**src/rtl/uart_tx_arbiter_pkg.sv**
```systemverilog
// Shared UART definitions: arbiter state encoding, default byte width,
// frame bit levels and a small index-wrap helper.
package uart_tx_arbiter_pkg;

    localparam int   UART_WIDTH = 8;
    localparam logic START_BIT  = 1'b0;
    localparam logic STOP_BIT   = 1'b1;

    typedef enum logic [1:0] {
        IDLE,
        ISSUE,
        WAIT_START,
        WAIT_DONE
    } arb_state_t;

    // Wrap an index in [0, 2n) back into [0, n); works for any n, not only powers of two.
    function automatic int rr_wrap(input int i, input int n);
        return (i >= n) ? i - n : i;
    endfunction

endpackage

```
**src/rtl/uart_tx_arbiter_if.sv**
```systemverilog
// Producer/transmitter side bundle of the TX arbiter. The arbiter takes the
// master view; producers, transmitter and status readers take the slave view.
interface uart_tx_arbiter_if
    import uart_tx_arbiter_pkg::*;
#(
    parameter int WIDTH = UART_WIDTH,
    parameter int N_REQ = 4
);
    localparam int GW = $clog2(N_REQ);

    logic [N_REQ-1:0]       REQ_V;
    logic [N_REQ*WIDTH-1:0] REQ_DATA;
    logic [N_REQ-1:0]       REQ_ACK;
    logic [WIDTH-1:0]       TX_IN_P;
    logic                   TX_IN_V;
    logic                   TX_BUSY;
    logic [GW-1:0]          GRANT_ID;
    logic                   ARB_IDLE;
    logic                   TMO_ERR;

    modport master (
        input  REQ_V, REQ_DATA, TX_BUSY,
        output REQ_ACK, TX_IN_P, TX_IN_V, GRANT_ID, ARB_IDLE, TMO_ERR
    );

    modport slave (
        output REQ_V, REQ_DATA, TX_BUSY,
        input  REQ_ACK, TX_IN_P, TX_IN_V, GRANT_ID, ARB_IDLE, TMO_ERR
    );

endinterface

```
**src/rtl/uart_tx_arbiter_rr_pick.sv**
```systemverilog
// Rotating priority encoder: first set request at or above ptr, with wrap.
module rr_pick
    import uart_tx_arbiter_pkg::*;
#(
    parameter int N_REQ = 4,
    parameter int PW    = $clog2(N_REQ)
) (
    input  logic [N_REQ-1:0] req_v,
    input  logic [PW-1:0]    ptr,
    output logic [PW-1:0]    idx,
    output logic             found
);
    logic [PW-1:0] cand;

    // Scan from the farthest offset down so the closest one to ptr wins last.
    always_comb begin
        idx   = '0;
        found = 1'b0;
        cand  = '0;
        for (int k = N_REQ - 1; k >= 0; k--) begin
            cand = PW'(rr_wrap(int'(ptr) + k, N_REQ));
            if (req_v[cand]) begin
                idx   = cand;
                found = 1'b1;
            end
        end
    end

endmodule

```
**src/rtl/uart_tx_arbiter.sv**
```systemverilog
// Round-robin sharing of one UART transmitter among N_REQ byte producers,
// with a start watchdog in case the transmitter never raises busy.
module uart_tx_arbiter
    import uart_tx_arbiter_pkg::*;
#(
    parameter int WIDTH     = UART_WIDTH,
    parameter int N_REQ     = 4,
    parameter int START_TMO = 15
) (
    input  logic              TX_CLK,
    input  logic              RST,
    uart_tx_arbiter_if.master bus
);
    localparam int PW = $clog2(N_REQ);
    localparam int CW = $clog2(START_TMO + 1);

    arb_state_t    state;
    logic [PW-1:0] ptr;
    logic [PW-1:0] win;
    logic          found;
    logic [CW-1:0] tmo_cnt;
    logic [CW-1:0] tmo_nxt;

    rr_pick #(.N_REQ(N_REQ), .PW(PW)) u_pick (
        .req_v (bus.REQ_V),
        .ptr   (ptr),
        .idx   (win),
        .found (found)
    );

    // Saturating watchdog increment.
    always_comb tmo_nxt = (tmo_cnt == CW'(START_TMO)) ? tmo_cnt : tmo_cnt + CW'(1);

    assign bus.ARB_IDLE = (state == IDLE);

    // Arbitration / issue / busy-tracking FSM; strobe and ack default low each cycle.
    always_ff @(posedge TX_CLK or posedge RST) begin
        if (RST) begin
            state        <= IDLE;
            ptr          <= '0;
            tmo_cnt      <= '0;
            bus.GRANT_ID <= '0;
            bus.TX_IN_P  <= '0;
            bus.TX_IN_V  <= 1'b0;
            bus.REQ_ACK  <= '0;
            bus.TMO_ERR  <= 1'b0;
        end else begin
            bus.TX_IN_V <= 1'b0;
            bus.REQ_ACK <= '0;
            case (state)
                IDLE: begin
                    if (found) begin
                        bus.TX_IN_P  <= bus.REQ_DATA[win*WIDTH +: WIDTH];
                        bus.GRANT_ID <= win;
                        state        <= ISSUE;
                    end
                end
                ISSUE: begin
                    bus.TX_IN_V <= 1'b1;
                    for (int i = 0; i < N_REQ; i++)
                        bus.REQ_ACK[i] <= (bus.GRANT_ID == PW'(i));
                    ptr     <= (bus.GRANT_ID == PW'(N_REQ - 1)) ? '0 : bus.GRANT_ID + PW'(1);
                    tmo_cnt <= '0;
                    state   <= WAIT_START;
                end
                WAIT_START: begin
                    // Busy already high during ISSUE is only acted on here.
                    if (bus.TX_BUSY) begin
                        state <= WAIT_DONE;
                    end else begin
                        tmo_cnt <= tmo_nxt;
                        if (tmo_nxt == CW'(START_TMO)) begin
                            bus.TMO_ERR <= 1'b1;
                            state       <= IDLE;
                        end
                    end
                end
                WAIT_DONE: begin
                    if (!bus.TX_BUSY) state <= IDLE;
                end
                default: state <= IDLE;
            endcase
        end
    end

endmodule

```
**src/flat_wrapper.sv**
```systemverilog
// flat-port wrapper written by rule: the top's interface ports become plain ports
module uart_tx_arbiter_flat import uart_tx_arbiter_pkg::*;
#(
    parameter int WIDTH     = UART_WIDTH,
    parameter int N_REQ     = 4,
    parameter int START_TMO = 15
)
  (TX_CLK, RST, bus_REQ_V, bus_REQ_DATA, bus_TX_BUSY, bus_REQ_ACK, bus_TX_IN_P, bus_TX_IN_V, bus_GRANT_ID, bus_ARB_IDLE, bus_TMO_ERR);
  uart_tx_arbiter_if #(.WIDTH(WIDTH), .N_REQ(N_REQ)) bus_i ();
  input  logic TX_CLK;
  input  logic RST;
  input wire logic [$bits(bus_i.REQ_V)-1:0] bus_REQ_V;
  input wire logic [$bits(bus_i.REQ_DATA)-1:0] bus_REQ_DATA;
  input wire logic [$bits(bus_i.TX_BUSY)-1:0] bus_TX_BUSY;
  output wire logic [$bits(bus_i.REQ_ACK)-1:0] bus_REQ_ACK;
  output wire logic [$bits(bus_i.TX_IN_P)-1:0] bus_TX_IN_P;
  output wire logic [$bits(bus_i.TX_IN_V)-1:0] bus_TX_IN_V;
  output wire logic [$bits(bus_i.GRANT_ID)-1:0] bus_GRANT_ID;
  output wire logic [$bits(bus_i.ARB_IDLE)-1:0] bus_ARB_IDLE;
  output wire logic [$bits(bus_i.TMO_ERR)-1:0] bus_TMO_ERR;
  assign bus_i.REQ_V = bus_REQ_V;
  assign bus_i.REQ_DATA = bus_REQ_DATA;
  assign bus_i.TX_BUSY = bus_TX_BUSY;
  assign bus_REQ_ACK = bus_i.REQ_ACK;
  assign bus_TX_IN_P = bus_i.TX_IN_P;
  assign bus_TX_IN_V = bus_i.TX_IN_V;
  assign bus_GRANT_ID = bus_i.GRANT_ID;
  assign bus_ARB_IDLE = bus_i.ARB_IDLE;
  assign bus_TMO_ERR = bus_i.TMO_ERR;
  uart_tx_arbiter #(.WIDTH(WIDTH), .N_REQ(N_REQ), .START_TMO(START_TMO)) u_core (.TX_CLK(TX_CLK), .RST(RST), .bus(bus_i));
endmodule
```
**config.mk**
```make
export PLATFORM = sky130hd
export DESIGN_NAME = uart_tx_arbiter_flat
export DESIGN_NICKNAME = d
export VERILOG_FILES = /design/src/rtl/uart_tx_arbiter_pkg.sv /design/src/rtl/uart_tx_arbiter_if.sv /design/src/rtl/uart_tx_arbiter_rr_pick.sv /design/src/rtl/uart_tx_arbiter.sv /design/src/flat_wrapper.sv
export SDC_FILE = /design/constraint.sdc
export NUM_CORES = 1
export LEC_CHECK = 0
export CORE_UTILIZATION = 45
export DETAILED_ROUTE_END_ITERATION = 8
export GPL_ROUTABILITY_DRIVEN = 0
export PLACE_DENSITY = 0.83
export SKIP_LAST_GASP = 1
export SLEW_MARGIN = 20
export SYNTH_ARGS = -nofsm -noshare
export SYNTH_HDL_FRONTEND = slang
export SYNTH_HIERARCHICAL = 1
export SYNTH_SLANG_ARGS = --single-unit
```
**constraint.sdc**
```tcl
create_clock -name TX_CLK -period 5.6 [get_ports TX_CLK]
set_input_delay 1.12 -clock TX_CLK [delete_from_list [all_inputs] [get_ports TX_CLK]]
set_output_delay 1.12 -clock TX_CLK [all_outputs]
set_load 0.01 [all_outputs]
```
==> impl_metrics.env, run 1 <==
export IMPL_period_needed_ps=3310
export IMPL_vias_per_cell=5.41
export IMPL_power_density_nw_per_um2=437
export IMPL_pwr_share_clk=0.152
export IMPL_drt_drc_violations_left=0
export IMPL_fp_dieArea_sq_um=3100
export IMPL_dp_hpwl_mm=2.26
export IMPL_ys_ff_latch=24
export IMPL_sequentialPowerShare=0.361
export IMPL_syn_inst=104
export IMPL_finalInstanceArea_sq_um=1920
export IMPL_finalCritPeriodShare=0.591
export IMPL_slew_violations=0
export IMPL_synth_ff_type="dfrtp_1"
export IMPL_p_comb_frac=0.488
export IMPL_cp_cell_sequence="clkdlybuf4s50_1, mux2i_1, a211oi_2, mux4_2, mux2_2"
export IMPL_synth_nets=148
export IMPL_max_slew_margin=0.322
export IMPL_grt_ovfl_total=0
export IMPL_cts_buffers=3
export IMPL_grt_pass1_vias=1075
export IMPL_wire_per_inst_um=15.2
export IMPL_die_y_um=55.7
export IMPL_crit_start="bus_REQ_V[3]"
export IMPL_slowest_stage="a211oi_2"
export IMPL_die_w_um=55.7
export IMPL_yosysWarnings=6
export IMPL_finalHoldViolations=0
export IMPL_antenna_cells=0
export IMPL_areaGrowthSynthToFinish_pct=47.9
export IMPL_post_place_ws_ps=1920
export IMPL_p_int_mw=0.557
export IMPL_power_switching_mw=0.281
export IMPL_place_area_sq_um=1870
export IMPL_worst_clock_skew_ps=2.97
export IMPL_leakage_nw=0.838
export IMPL_cap_violations=0
export IMPL_finalSetupViolations=0
export IMPL_antenna_found_initial=0
export IMPL_worst_slew_pin_transition_ps=1020
export IMPL_worst_setup_path_end_kind="flip-flop"
export IMPL_path_class="input pin to flip-flop"
export IMPL_synth_edff_count=0
export IMPL_wl_mm=2.91
export IMPL_arrival_ps=3530
export IMPL_core_rowCount=19
export IMPL_grt_first_pass_wirelength_mm=4.85
export IMPL_seqCellArea_sq_um=601
export IMPL_vias=1033
export IMPL_cts_sinks=24
export IMPL_cts_buffer_depth=2
export IMPL_coreArea_sq_um=2730
export IMPL_timing_final_ws_setup_ps=2290
export IMPL_required_ps=5820
export IMPL_clk_pin_slew_ps=140
export IMPL_ys_types=27
export IMPL_r2r_start="u_core/ptr[1]"
export IMPL_ys_seq_area_frac=0.463
export IMPL_post_cts_setup_buffers=0
export IMPL_ctsHoldBuffers=0
export IMPL_clk_latency_ps=320
export IMPL_p_total_mw=0.839
export IMPL_nets=205
export IMPL_synth_area_per_cell_sq_um=12.5
export IMPL_drive_above_1_share=0.163
export IMPL_ios=56
export IMPL_grt_max_degree=25
export IMPL_multi_input_area_sq_um=654
export IMPL_min_delay_start="u_core/bus.TMO_ERR"
export IMPL_status="finished clean"
export IMPL_dr_pass1_iters=6
export IMPL_ir_drop_mv=0.271
export IMPL_rsz0062_at_grt="false"
export IMPL_ant_nets=0
export IMPL_yosysTopAreaCell="dfrtp_1"
export IMPL_yosys_top_cells_area="dfrtp_1, mux4_2, mux2_2"
export IMPL_start_util=0.475
export IMPL_crit_path_end="u_core/bus.TX_IN_P[1]"
export IMPL_switching_share=0.335
export IMPL_cts_tree="built"
export IMPL_io_buffer_count=55
export IMPL_h_tree_depth=1
export IMPL_reg2reg_slack_ps=3100
export IMPL_fill_cells=206
export IMPL_rr_worst_depth=4
export IMPL_synth_commonest_cells="dfrtp_1, nand2_1, mux2_2"
export IMPL_setup_tns_ps=0
export IMPL_cp_max_fo=9
export IMPL_drtIter0Drc=16
export IMPL_cp_slowest_stage_delay_ps=870
export IMPL_track_usage=0.203
export IMPL_clockRootBuffer="clkbuf_4"
export IMPL_yosysMostFrequentCell="dfrtp_1"
export IMPL_r2r_end="u_core/bus.TX_IN_P[1]"
export IMPL_synth_top_area_share=0.463
export IMPL_syn_area_sq_um=1300
export IMPL_async_flop_share=1.00
export IMPL_cp_start_kind="input pin"
export IMPL_fmax_mhz=302
export IMPL_cts_resized=0
export IMPL_hold_path_class="flip-flop to flip-flop"
==> per-stage QoR <==
stage,utilization,hold slack [ps],std cells
floorplan,-,507,104
global placement,0.683,472,187
detailed placement,0.683,463,187
CTS,0.702,509,191
global route,0.702,536,191
finish,0.702,505,191
==> kinds of logic (layout without fill, tap and decap cells) <==
family	Yosys count	in the layout	synth area share
compound gates	10	10	0.0579
fa+ha+maj	5	5	0.0482
buf+inv	9	65	0.0328
flops	24	24	0.463
mux	20	20	0.241
simple gates	36	36	0.157
==> sequential cells by signal, indices dropped and copies added (netlist names) <==
register	count
u_core/bus.REQ_ACK	4
u_core/ptr	2
u_core/bus.TX_IN_P	8
u_core/bus.GRANT_ID	2
u_core/bus.TMO_ERR	1
u_core/bus.TX_IN_V	1
u_core/tmo_cnt	4
u_core/state	2
==> layer usage <==
layer / part of all wire / global-route usage / wire length [um] / vias to the layer above
met1: 0.42 / 0.255 / 1230 / 503
li1: - / - / - / 490
met4: 0.033 / 0.125 / 96 / 0
met5: 0 / 0 / 0 / -
met2: 0.52 / 0.330 / 1500 / 30
met3: 0.027 / 0.0279 / 77 / 10
==> how the worst min path moves through the flow <==
stage	to	slack (ps)	cells after the start
after floorplan	u_core/ptr[0]	510	2
after global placement	u_core/bus.TMO_ERR	470	1
after detailed placement	u_core/bus.TMO_ERR	460	1
after CTS	u_core/bus.TMO_ERR	510	1
after global routing	u_core/bus.TMO_ERR	540	1
final	u_core/bus.TMO_ERR	500	1
==> power groups by stage <==
stage / clock, mW / combinational [mW] / sequential (mW)
floorplan: 0 / 0.228 / 0.317
global placement: 0 / 0.393 / 0.299
detailed placement: 0 / 0.411 / 0.304
CTS: 0.130 / 0.412 / 0.301
global route: 0.138 / 0.441 / 0.313
finish: 0.127 / 0.409 / 0.302
==> layout make-up <==
| cell class | count | area share |
|---|---|---|
| Multi-Input combinational cell | 71 | 0.341 |
| Sequential cell | 24 | 0.313 |
| Timing Repair Buffer | 55 | 0.287 |
| Tap cell | 31 | 0.0202 |
| Clock inverter | 1 | 0.0156 |
| Clock buffer | 3 | 0.0117 |
| Inverter | 6 | 0.0117 |
==> worst max-delay path: cells and delay by family <==
kind / cells / cell delay, ps
AO/OA/AOI/OAI: 1 / 870
buffers and inverters: 1 / 520
multiplexers: 3 / 1010
==> cells in the final DEF, fill, tap and decap left out, drive strengths merged, types with 3 or more instances in the layout <==
| cell type | netlist | routed |
|---|---|---|
| a21oi | 3 | 3 |
| nand2 | 12 | 12 |
| nor2 | 5 | 5 |
| ha | 5 | 5 |
| mux2 | 10 | 10 |
| dfrtp | 24 | 24 |
| inv | 6 | 6 |
| and2 | 4 | 4 |
| nand2b | 3 | 3 |
| clkdlybuf4s50 | 0 | 55 |
| clkbuf | 1 | 3 |
| mux4 | 8 | 8 |
Power figures use the tool's default switching activity.
==> inputs of run 2 (changes only) <==
--- a/config.mk
+++ b/config.mk
@@ -5,10 +5,10 @@
 export SDC_FILE = /design/constraint.sdc
 export NUM_CORES = 1
 export LEC_CHECK = 0
-export CORE_UTILIZATION = 45
+export CORE_UTILIZATION = 38
 export DETAILED_ROUTE_END_ITERATION = 8
 export GPL_ROUTABILITY_DRIVEN = 0
-export PLACE_DENSITY = 0.83
+export PLACE_DENSITY = 0.74
 export SKIP_LAST_GASP = 1
 export SLEW_MARGIN = 20
 export SYNTH_ARGS = -nofsm -noshare
==> constraint.sdc (replaced) <==
create_clock -name TX_CLK -period 2.8 [get_ports TX_CLK]
set_input_delay 0.56 -clock TX_CLK [delete_from_list [all_inputs] [get_ports TX_CLK]]
set_output_delay 0.56 -clock TX_CLK [all_outputs]
set_load 0.01 [all_outputs]
==> run 2 against run 1 <==
  * Register-to-register slack worse by 2500 ps
  * Combinational power grew 98%
  * Hold slack better by 20 ps
  * Clock-buffer cell count unchanged
  * Sequential share of layout area is 0.38 points lower
  * Die area grew 18%
==> impl_metrics.env, run 2 (synthesized netlist as in run 1, its figures left out) <==
export IMPL_ctsHoldBuffers=0
export IMPL_ios=56
export IMPL_grt_first_pass_wirelength_mm=4.44
export IMPL_coreArea_sq_um=3150
export IMPL_slew_violations=0
export IMPL_clk_latency_ps=330
export IMPL_drt_drc_violations_left=0
export IMPL_die_y_um=60.4
export IMPL_grt_ovfl_total=0
export IMPL_antenna_found_initial=0
export IMPL_timing_final_ws_setup_ps=356
export IMPL_dp_cells=201
export IMPL_vias_per_cell=5.04
export IMPL_start_util=0.412
export IMPL_post_place_ws_ps=19.6
export IMPL_worst_setup_path_end_kind="flip-flop"
export IMPL_power_density_nw_per_um2=862
export IMPL_track_usage=0.169
export IMPL_wl_mm=2.81
export IMPL_cts_sinks=24
export IMPL_largest_reg_flops=8
export IMPL_cp_max_fo=9
export IMPL_dr_pass1_iters=6
export IMPL_wl_met2_mm=1.35
export IMPL_top_register="u_core/bus.TX_IN_P"
export IMPL_crit_start="bus_REQ_V[1]"
export IMPL_p_total_mw=1.67
export IMPL_h_tree_depth=1
export IMPL_dp_hpwl_mm=2.17
export IMPL_cts_buffer_depth=2
export IMPL_worst_clock_skew_ps=11.1
export IMPL_io_buffer_count=55
export IMPL_path_class="input pin to flip-flop"
export IMPL_min_delay_start="u_core/bus.TX_IN_P[7]"
export IMPL_fp_dieArea_sq_um=3650
export IMPL_rsz0062_at_grt="false"
export IMPL_finalCritPeriodShare=0.873
export IMPL_vias=1033
export IMPL_top_layer_used="met4"
export IMPL_hold_path_class="flip-flop to flip-flop"
export IMPL_post_cts_setup_buffers=0
export IMPL_finalSetupViolations=0
export IMPL_setup_tns_ps=0
export IMPL_wire_per_inst_um=13.7
export IMPL_period_needed_ps=2440
export IMPL_leakage_nw=0.842
export IMPL_drtIter0Drc=26
export IMPL_arrival_ps=2660
export IMPL_clockRootBuffer="clkbuf_4"
export IMPL_core_rowCount=20
export IMPL_holdWs_ps=524
export IMPL_top_regs="u_core/bus.TX_IN_P: 8 flops, u_core/bus.REQ_ACK: 4 flops, u_core/tmo_cnt: 4 flops"
export IMPL_grt_pass1_vias=962
export IMPL_status="finished clean"
export IMPL_areaGrowthSynthToFinish_pct=49.8
export IMPL_ant_nets=0
export IMPL_m1WireLength_mm=1.19
export IMPL_cts_tree="built"
export IMPL_fmax_mhz=409
export IMPL_grt_max_degree=25
export IMPL_final_common_cell="clkdlybuf4s50_1"
export IMPL_cp_start_kind="input pin"
export IMPL_clk_pin_slew_ps=130
export IMPL_nets=206
export IMPL_cap_violations=0
export IMPL_max_slew_margin=0.399
export IMPL_fin_cells=205
export IMPL_final_cell_mix="clkdlybuf4s50_1, dfrtp_1, nand2_1"
export IMPL_worst_slew_pin_transition_ps=901
export IMPL_finalHoldViolations=0
export IMPL_r2r_start="u_core/ptr[1]"
export IMPL_antenna_cells=0
export IMPL_wl_met3_um=219
export IMPL_die_w_um=60.4
export IMPL_cts_resized=0
export IMPL_required_ps=3020
export IMPL_drive_above_1_share=0.168
export IMPL_cts_buffers=3
export IMPL_ir_drop_mv=0.362
run 2: cell types whose count changed in the layout (fill, tap and decap cells not counted), sizes merged:
cell / change
buf: +1
run 2: final timing paths:
path                       slack, ps  depth (start not counted)                    end
setup reg to reg                 560                          5  u_core/bus.TX_IN_P[0]
hold reg to reg                  520                          1  u_core/bus.TX_IN_P[7]
setup / recovery                 360                          6  u_core/bus.TX_IN_P[0]
max in group asynchronous       1530                          2  u_core/bus.TX_IN_P[6]
hold / removal                   520                          1  u_core/bus.TX_IN_P[7]
min in group asynchronous        700                          2      u_core/tmo_cnt[0]
run 2: layout make-up:
cell class              count  area, sq um
clock buffers               3         22.5
clock inverters             1         30.0
fillers                   273         1210
inverters                   6         22.5
multi-input cells          71          654
flip-flops and latches     24          601
well taps                  44         55.1
repair buffers             56          558
run 2: per-stage QoR:
step / cell area (sq um) / utilization
detailed placement: 1890 / 0.600
CTS: 1940 / 0.616
floorplan: 1300 / -
finish: 1940 / 0.616
global route: 1940 / 0.616
global placement: 1890 / 0.600
run 2: worst max-delay path, stage by stage:
cell and delay [ps]:
clkdlybuf4s50_1 440, nor3b_1 270, a211oi_1 90, nor2_1 610
mux4_2 410, mux2_2 270
run 2: metal layers:
layer,vias to the layer above,track usage
li1,490,-
met1,496,0.206
met2,42,0.289
met3,5,0.0362
met4,0,0.0779
met5,-,0
run 2: where the power goes:
group / switching [mW] / internal [mW]
Sequential: 0.120 / 0.486
Clock: 0.112 / 0.145
Combinational: 0.320 / 0.491
==> inputs of run 3 (changes only) <==
--- a/config.mk
+++ b/config.mk
@@ -8,6 +8,7 @@
 export CORE_UTILIZATION = 38
 export DETAILED_ROUTE_END_ITERATION = 8
 export GPL_ROUTABILITY_DRIVEN = 0
+export HOLD_SLACK_MARGIN = 0.03
 export PLACE_DENSITY = 0.74
 export SKIP_LAST_GASP = 1
 export SLEW_MARGIN = 20
==> results of run 3 <==
The final DEF is identical to that of run 2; final timing and power are the same.
